==> src/rtl/lsu.sv <==
// RV32I load/store unit: single-outstanding req/gnt/rvalid memory port, lane steering and load extension.
// Optional build macro LSU_MISALIGN_CHECK_EN rejects misaligned H/W accesses instead of forcing alignment.
module lsu #(
  parameter int unsigned ADDR_W = 32
) (
  input  logic              i_clk,
  input  logic              i_rst_n,
  input  logic              i_req,
  output logic              o_ready,
  input  logic              i_we,
  input  logic [2:0]        i_funct3,
  input  logic [ADDR_W-1:0] i_addr,
  input  logic [31:0]       i_wdata,
  output logic              o_mem_req,
  output logic              o_mem_we,
  output logic [ADDR_W-1:0] o_mem_addr,
  output logic [3:0]        o_mem_be,
  output logic [31:0]       o_mem_wdata,
  input  logic              i_mem_gnt,
  input  logic              i_mem_rvalid,
  input  logic [31:0]       i_mem_rdata,
  output logic              o_ld_valid,
  output logic [31:0]       o_ld_data,
  output logic              o_st_done,
  output logic              o_misaligned
);

  localparam int unsigned DATA_W = 32;
  localparam int unsigned BE_W   = DATA_W / 8;

  typedef enum logic [1:0] {
    S_IDLE = 2'd0,
    S_REQ  = 2'd1,
    S_WAIT = 2'd2
  } state_t;

  state_t state_q;
  state_t state_d;

  logic [2:0]        funct3_q;
  logic [1:0]        off_q;
  logic              reject;
  logic              accept;
  logic              done_st;
  logic              done_ld;
  logic [BE_W-1:0]   be_d;
  logic [DATA_W-1:0] wdata_d;
  logic [DATA_W-1:0] ld_d;
  logic [DATA_W-1:0] rdata_b;
  logic [DATA_W-1:0] rdata_h;
  logic              ld_sign;

`ifdef LSU_MISALIGN_CHECK_EN
  // Halfword on an odd byte, or word off a word boundary, never reaches memory.
  assign reject = ((i_funct3[1:0] == 2'b01) && i_addr[0]) ||
                  (i_funct3[1] && (i_addr[1:0] != 2'b00));
`else
  assign reject = 1'b0;
`endif

  assign accept = (state_q == S_IDLE) && i_req && !reject;

  // State register
  always_ff @(posedge i_clk or negedge i_rst_n) begin
    if (!i_rst_n) begin
      state_q <= S_IDLE;
    end else begin
      state_q <= state_d;
    end
  end

  // Next-state logic; a load granted with rvalid in the same cycle skips WAIT.
  always_comb begin
    state_d = state_q;
    unique case (state_q)
      S_IDLE: begin
        if (accept) state_d = S_REQ;
      end
      S_REQ: begin
        if (i_mem_gnt) begin
          if (o_mem_we || i_mem_rvalid) state_d = S_IDLE;
          else                          state_d = S_WAIT;
        end
      end
      S_WAIT: begin
        if (i_mem_rvalid) state_d = S_IDLE;
      end
      default: state_d = S_IDLE;
    endcase
  end

  // Output/datapath next values: lane steering on accept, extraction on completion.
  always_comb begin
    be_d    = 4'b1111;
    wdata_d = i_wdata;
    ld_d    = i_mem_rdata;
    done_st = 1'b0;
    done_ld = 1'b0;
    ld_sign = ~funct3_q[2];
    rdata_b = i_mem_rdata >> {off_q, 3'b000};
    rdata_h = i_mem_rdata >> {off_q[1], 4'b0000};

    unique case (i_funct3[1:0])
      2'b00: begin
        be_d    = 4'(4'b0001 << i_addr[1:0]);
        wdata_d = {4{i_wdata[7:0]}};
      end
      2'b01: begin
        be_d    = i_addr[1] ? 4'b1100 : 4'b0011;
        wdata_d = {2{i_wdata[15:0]}};
      end
      default: begin
        be_d    = 4'b1111;
        wdata_d = i_wdata;
      end
    endcase

    unique case (funct3_q[1:0])
      2'b00:   ld_d = {{24{ld_sign & rdata_b[7]}}, rdata_b[7:0]};
      2'b01:   ld_d = {{16{ld_sign & rdata_h[15]}}, rdata_h[15:0]};
      default: ld_d = i_mem_rdata;
    endcase

    if (state_q == S_REQ && i_mem_gnt) begin
      done_st = o_mem_we;
      done_ld = !o_mem_we && i_mem_rvalid;
    end else if (state_q == S_WAIT) begin
      done_ld = i_mem_rvalid;
    end
  end

  // Registered outputs and captured request fields.
  always_ff @(posedge i_clk or negedge i_rst_n) begin
    if (!i_rst_n) begin
      o_ready     <= 1'b1;
      o_mem_req   <= 1'b0;
      o_mem_we    <= 1'b0;
      o_mem_addr  <= '0;
      o_mem_be    <= '0;
      o_mem_wdata <= '0;
      o_ld_valid  <= 1'b0;
      o_ld_data   <= '0;
      o_st_done   <= 1'b0;
      funct3_q    <= '0;
      off_q       <= '0;
    end else begin
      o_ready    <= (state_d == S_IDLE);
      o_mem_req  <= (state_d == S_REQ);
      o_ld_valid <= done_ld;
      o_st_done  <= done_st;
      if (done_ld) o_ld_data <= ld_d;
      if (accept) begin
        o_mem_we    <= i_we;
        o_mem_addr  <= {i_addr[ADDR_W-1:2], 2'b00};
        o_mem_be    <= be_d;
        o_mem_wdata <= wdata_d;
        funct3_q    <= i_funct3;
        off_q       <= i_addr[1:0];
      end
    end
  end

`ifdef LSU_MISALIGN_CHECK_EN
  always_ff @(posedge i_clk or negedge i_rst_n) begin
    if (!i_rst_n) begin
      o_misaligned <= 1'b0;
    end else begin
      o_misaligned <= (state_q == S_IDLE) && i_req && reject;
    end
  end
`else
  assign o_misaligned = 1'b0;
`endif

endmodule

==> config.mk <==
export PLATFORM = sky130hd
export DESIGN_NAME = lsu
export DESIGN_NICKNAME = d
export VERILOG_FILES = /design/src/rtl/lsu.sv
export SDC_FILE = /design/constraint.sdc
export NUM_CORES = 1
export LEC_CHECK = 0
export ABC_CLOCK_PERIOD_IN_PS = 1900
export CELL_PAD_IN_SITES_DETAIL_PLACEMENT = 0
export CELL_PAD_IN_SITES_GLOBAL_PLACEMENT = 1
export CORE_MARGIN = 4
export CORE_UTILIZATION = 31
export DETAILED_ROUTE_END_ITERATION = 10
export PLACE_DENSITY_LB_ADDON = 0.1
export SLEW_MARGIN = 10
export SYNTH_ARGS = -nofsm -noshare
export SYNTH_HDL_FRONTEND = slang
export SYNTH_SLANG_ARGS = --single-unit
==> constraint.sdc <==
create_clock -name i_clk -period 1.9 [get_ports i_clk]
set_clock_uncertainty 0.05 [all_clocks]
set_input_delay 0.57 -clock i_clk [delete_from_list [all_inputs] [get_ports i_clk]]
set_output_delay 0.57 -clock i_clk [all_outputs]
set_load 0.05 [all_outputs]
[Yosys cells after proc, flatten, opt, wreduce, memory -nomap -nowiden]
Cells that the tools add are included.
Cells by class
  bitwise logic cells: 3
  reductions and logical operators: 9
  muxes and demuxes: 12
  equal/unequal tests: 5
  shifts and indexed selects: 3
Operator list (number)
  case mux 32 bit (2 select lines): 2
  right shift 32 x 5 -> 16 bit: 1
  right shift 32 x 5 -> 8 bit: 1
  == test 2 x 1 -> 1 bit, second input constant: 4
  logical NOT 2 bit: 4
  2-to-1 mux 2 bit: 4
  case mux 4 bit (2 select lines): 1
  case mux 2 bit (3 select lines): 1
  2-to-1 mux 4 bit: 1
  << shifter 1 x 2 -> 4 bit, first input constant: 1
  logical AND 1 bit: 3
  2-to-1 mux 1 bit: 3
  AND 1 bit: 2
  == test 2 bit, second input constant: 1
  logical NOT 1 bit: 1
  logical OR 1 bit: 1
  NOT 1 bit: 1
Word-level totals
  bits of input ports: 105
  output and inout port bits: 106
  word-level logic and storage cells: 44
  flip-flop bits (word level): 110

[Longest topological paths before layout]
  word-level depth: 5
  depth in mapped cells: 6
  gate-level depth less buffers: 5

[Worst setup path before layout]
No wires, ideal clock.
  kind: register -> register
  start point: register o_mem_we
  end point: register o_ld_data[5]
  data arrival time: 1.677 ns
  stages on the path, launching flop included: 7
  slack: 0.052 ns
  data required time: 1.729 ns
  path buffers: 1
  library setup time: 0.121 ns
  period minus slack after synthesis: 1.848 ns
  path through: dfrtp_1 > and4bb_2 > o21ai_2 > inv_2 > clkbuf_1 > o21ai_0 > o22a_1
On the way
  cells in the longest elaborated chain, start to end: 3
Ends and longest elaborated chain
  start: declaration: RTL line 15  | output logic o_mem_we,
  start signal: assignment: RTL line 153  | o_mem_we <= i_we;
  logical NOT 1 bit: RTL line 126  | done_ld = !o_mem_we && i_mem_rvalid;
  logical AND 1 bit: RTL line 126
  2-to-1 mux 1 bit: RTL line 124  | if (state_q == S_REQ && i_mem_gnt) begin
  end signal: assignment: RTL line 151  | if (done_ld) o_ld_data <= ld_d;
  end: declaration: RTL line 23  | output logic [31:0] o_ld_data,
Every way passes these cells.
A chain may end at the register's enable or synchronous reset.

[Worst setup path in the final report]
  start point: input i_mem_gnt
  end point: register o_ld_data[30]
On the way
  cells in the longest elaborated chain, start to end: 2
Ends and longest elaborated chain
  start: declaration: RTL line 19  | input logic i_mem_gnt,
  logical AND 1 bit: RTL line 124
  2-to-1 mux 1 bit: RTL line 124
Every way passes these cells.

==> impl_metrics.ini <==
[die]
num_rows = 46
initial_core_util_pct = 31.9
die_x_microns = 136
ios = 211
die_h_microns = 136
core_sq_um = 15900
dieArea_sq_um = 18500

[timing]
slew_viol_final = 0
rsz0062_at_grt = false
max_freq_mhz = 557
finalCritPeriodShare_pct = 94.6
finalHoldViolations = 0
fin_ws_ps = 103
tns_ps = 0
setup_viol = 0
fin_crit_ps = 1800

[placed_design]
hpwl_mm = 11.8
portBuffers = 207
placed_cell_area_sq_um = 7650
placed_cells = 976
place.gp.congestion = 0.817
pre_cts_ws_ps = -382

[power]
max-vdd-ir-drop_v = 0.000973
powerDensity_nw_per_um2 = 1910
power.leakage_nw = 3.80

[global_routing]
grt_max_degree = 65
grt_usage_pct = 17.2
overflow = 0
antenna_found_initial = 0
grt_pass1_vias = 4783
grt_pass1_wl_mm = 25.2

[worst_setup_path]
end_kind = flop
arrival_ps = 1980
reg2reg_from = off_q[1]$_DFFE_PN0P_
path_class = primary input to flop
critPathRequiredTime_ps = 2080
cp_max_fo = 38
cp-start-kind = primary input
startpoint = i_mem_gnt

[synth]
synthTopCellsByCount = nand2_1 (188), dfrtp_1 (109), o21ai_0 (44), clkbuf_1 (33), mux2i_1 (31)
synth_edf_count = 0
synth.area.top_cells = dfrtp_1 (54%), nand2_1 (14%), mux2i_1 (6.1%), o21ai_0 (4.3%), nand3_1 (2.8%)
ys.flop_type = dfrtp_1
ys_seq_area_share_pct = 54.2
ys_seq_elements = 110
synth_top_area_share_pct = 53.7
synthArstFlopShare_pct = 100
yosysMostFrequentCell = nand2_1
synth_cells = 554
synth_area_per_cell_sq_um = 9.17
ys_warn_count = 0
yosys.area.top_type = dfrtp_1
synth_area_sq_um = 5080
ys_types = 36

[cts]
cts_tree = yes
clkTransAtPathRegs_ps = 80
cts_inserted_buffers = 9
cts_setup_buffers = 0
clockRootBuffer = clkbuf_16
clock_path_buffers = 2
htreeDepth = 3
clock_latency_ps = 350
clock-sinks = 110

[cells_and_area]
n_antenna_cell = 0
area_growth_pct = 57.3
drive_gt1_share_pct = 23.3
finalNetCount = 876
fin_util_pct = 50.1
design_area_sq_um = 7990
layout.cells.non_filler = 992

[route]
drcViolationCount = 0
drtIter0Drc = 204
wl_mm = 15.7
drtAntennaViolNets = 0
routedWlPerCell_microns = 15.8
drt_first_pass_iters = 4
vias = 4616
vias_per_cell = 4.65

[min_path]
hp-class = primary input to asynchronous set/reset pin

[run]
drv_cap = 0

[outcome]
status = completed
## sequential cells by signal (all words and copies together), names as in the netlist
| register | count |
|---|---|
| o_ready | 1 |
| o_mem_we | 1 |
| o_mem_wdata | 32 |
| o_mem_be | 4 |
| o_mem_addr | 30 |
| funct3_q | 3 |
| o_ld_valid | 1 |
| o_st_done | 1 |
| o_mem_req | 1 |
| state_q | 2 |
| o_ld_data | 32 |
| off_q | 2 |
## worst max-delay path, stage by stage
cell and delay (ps):
clkdlybuf4s50_1 410, and4bb_2 250, o21ai_4 180, inv_2 70, buf_12 170, buf_4 150, nand3_1 70, nand3_1 90
## final cells by class
class	instances	area (sq um)
clock buffer	11	243
multi-input combinational	402	2180
sequential	110	2760
inverter	3	11.3
tap	216	270
fill	1487	7950
clock inverter	5	42.5
timing repair buffer	245	2490
## layout by cell type (no fill, tap or decap), types with 2 or more instances in the layout
master | synthesis | final
a21oi_1 | 18 | 18
buf_6 | 1 | 2
nor4bb_1 | 7 | 7
a221oi_2 | 0 | 3
buf_12 | 0 | 30
buf_4 | 3 | 110
o211ai_1 | 2 | 2
nand3b_1 | 2 | 2
dlymetal6s2s_1 | 0 | 4
nand2b_1 | 6 | 6
nand3_1 | 28 | 28
dfrtp_1 | 109 | 108
o22a_1 | 7 | 7
nor2_1 | 23 | 23
nor2b_1 | 10 | 10
clkdlybuf4s50_1 | 0 | 99
mux2_2 | 9 | 9
a31oi_1 | 3 | 3
clkinv_4 | 0 | 2
conb_1 | 1 | 3
clkbuf_16 | 0 | 9
o21ai_0 | 44 | 44
nand2_1 | 188 | 187
inv_6 | 0 | 2
inv_1 | 2 | 2
mux2i_1 | 31 | 31
a221oi_1 | 8 | 5
## report_power, final
group | switching [mW] | internal, mW
Sequential | 0.850 | 3.47
Combinational | 5.84 | 3.27
Clock | 0.906 | 0.943
Total | 7.59 | 7.69
## cells by family (layout without fill, tap and decap cells)
logic type / count (synthesis) / in the layout / share of synthesized area [%]
buffers and inverters: 44 / 264 / 3.72
other: 1 / 3 / 0.0738
AOI/OAI and AO/OA: 88 / 88 / 10.4
and+or+nand+nor: 270 / 270 / 23.0
muxes: 41 / 41 / 8.55
DFF: 110 / 110 / 54.2
## final timing paths
kind                       slack [ps]                          end  cells after the start
max reg2reg                       160    o_ld_data[13]$_DFFE_PN0P_                      5
max                               100    o_ld_data[30]$_DFFE_PN0P_                      8
max in group asynchronous        1310  o_mem_wdata[14]$_DFFE_PN0P_                      2
min reg2reg                       430   o_mem_addr[10]$_DFFE_PN0P_                      2
min in group i_clk                430   o_mem_addr[10]$_DFFE_PN0P_                      2
min                               150   o_mem_addr[22]$_DFFE_PN0P_                      2
## repair_timing
action / CTS / global route
pin swaps: 0 / 1
gates resized for setup: 1 / 11
setup endpoints to repair: 2 / 24
hold buffers: 0 / 0
## metal layers
metal | wire [microns] | track usage [%]
met1 | 6700 | 21.8
met2 | 7170 | 27.1
met3 | 1520 | 6.03
met4 | 342 | 6.10
met5 | 0 | 0
## through the flow
stage	total power [mW]	hold WS [ps]
6_report	15.3	153
3_3_place_gp	13.4	411
2_1_floorplan	9.85	224
4_1_cts	15.4	152
5_1_grt	16.2	166
3_5_place_dp	13.5	413
Note: power is estimated with default switching activity, not from simulation.
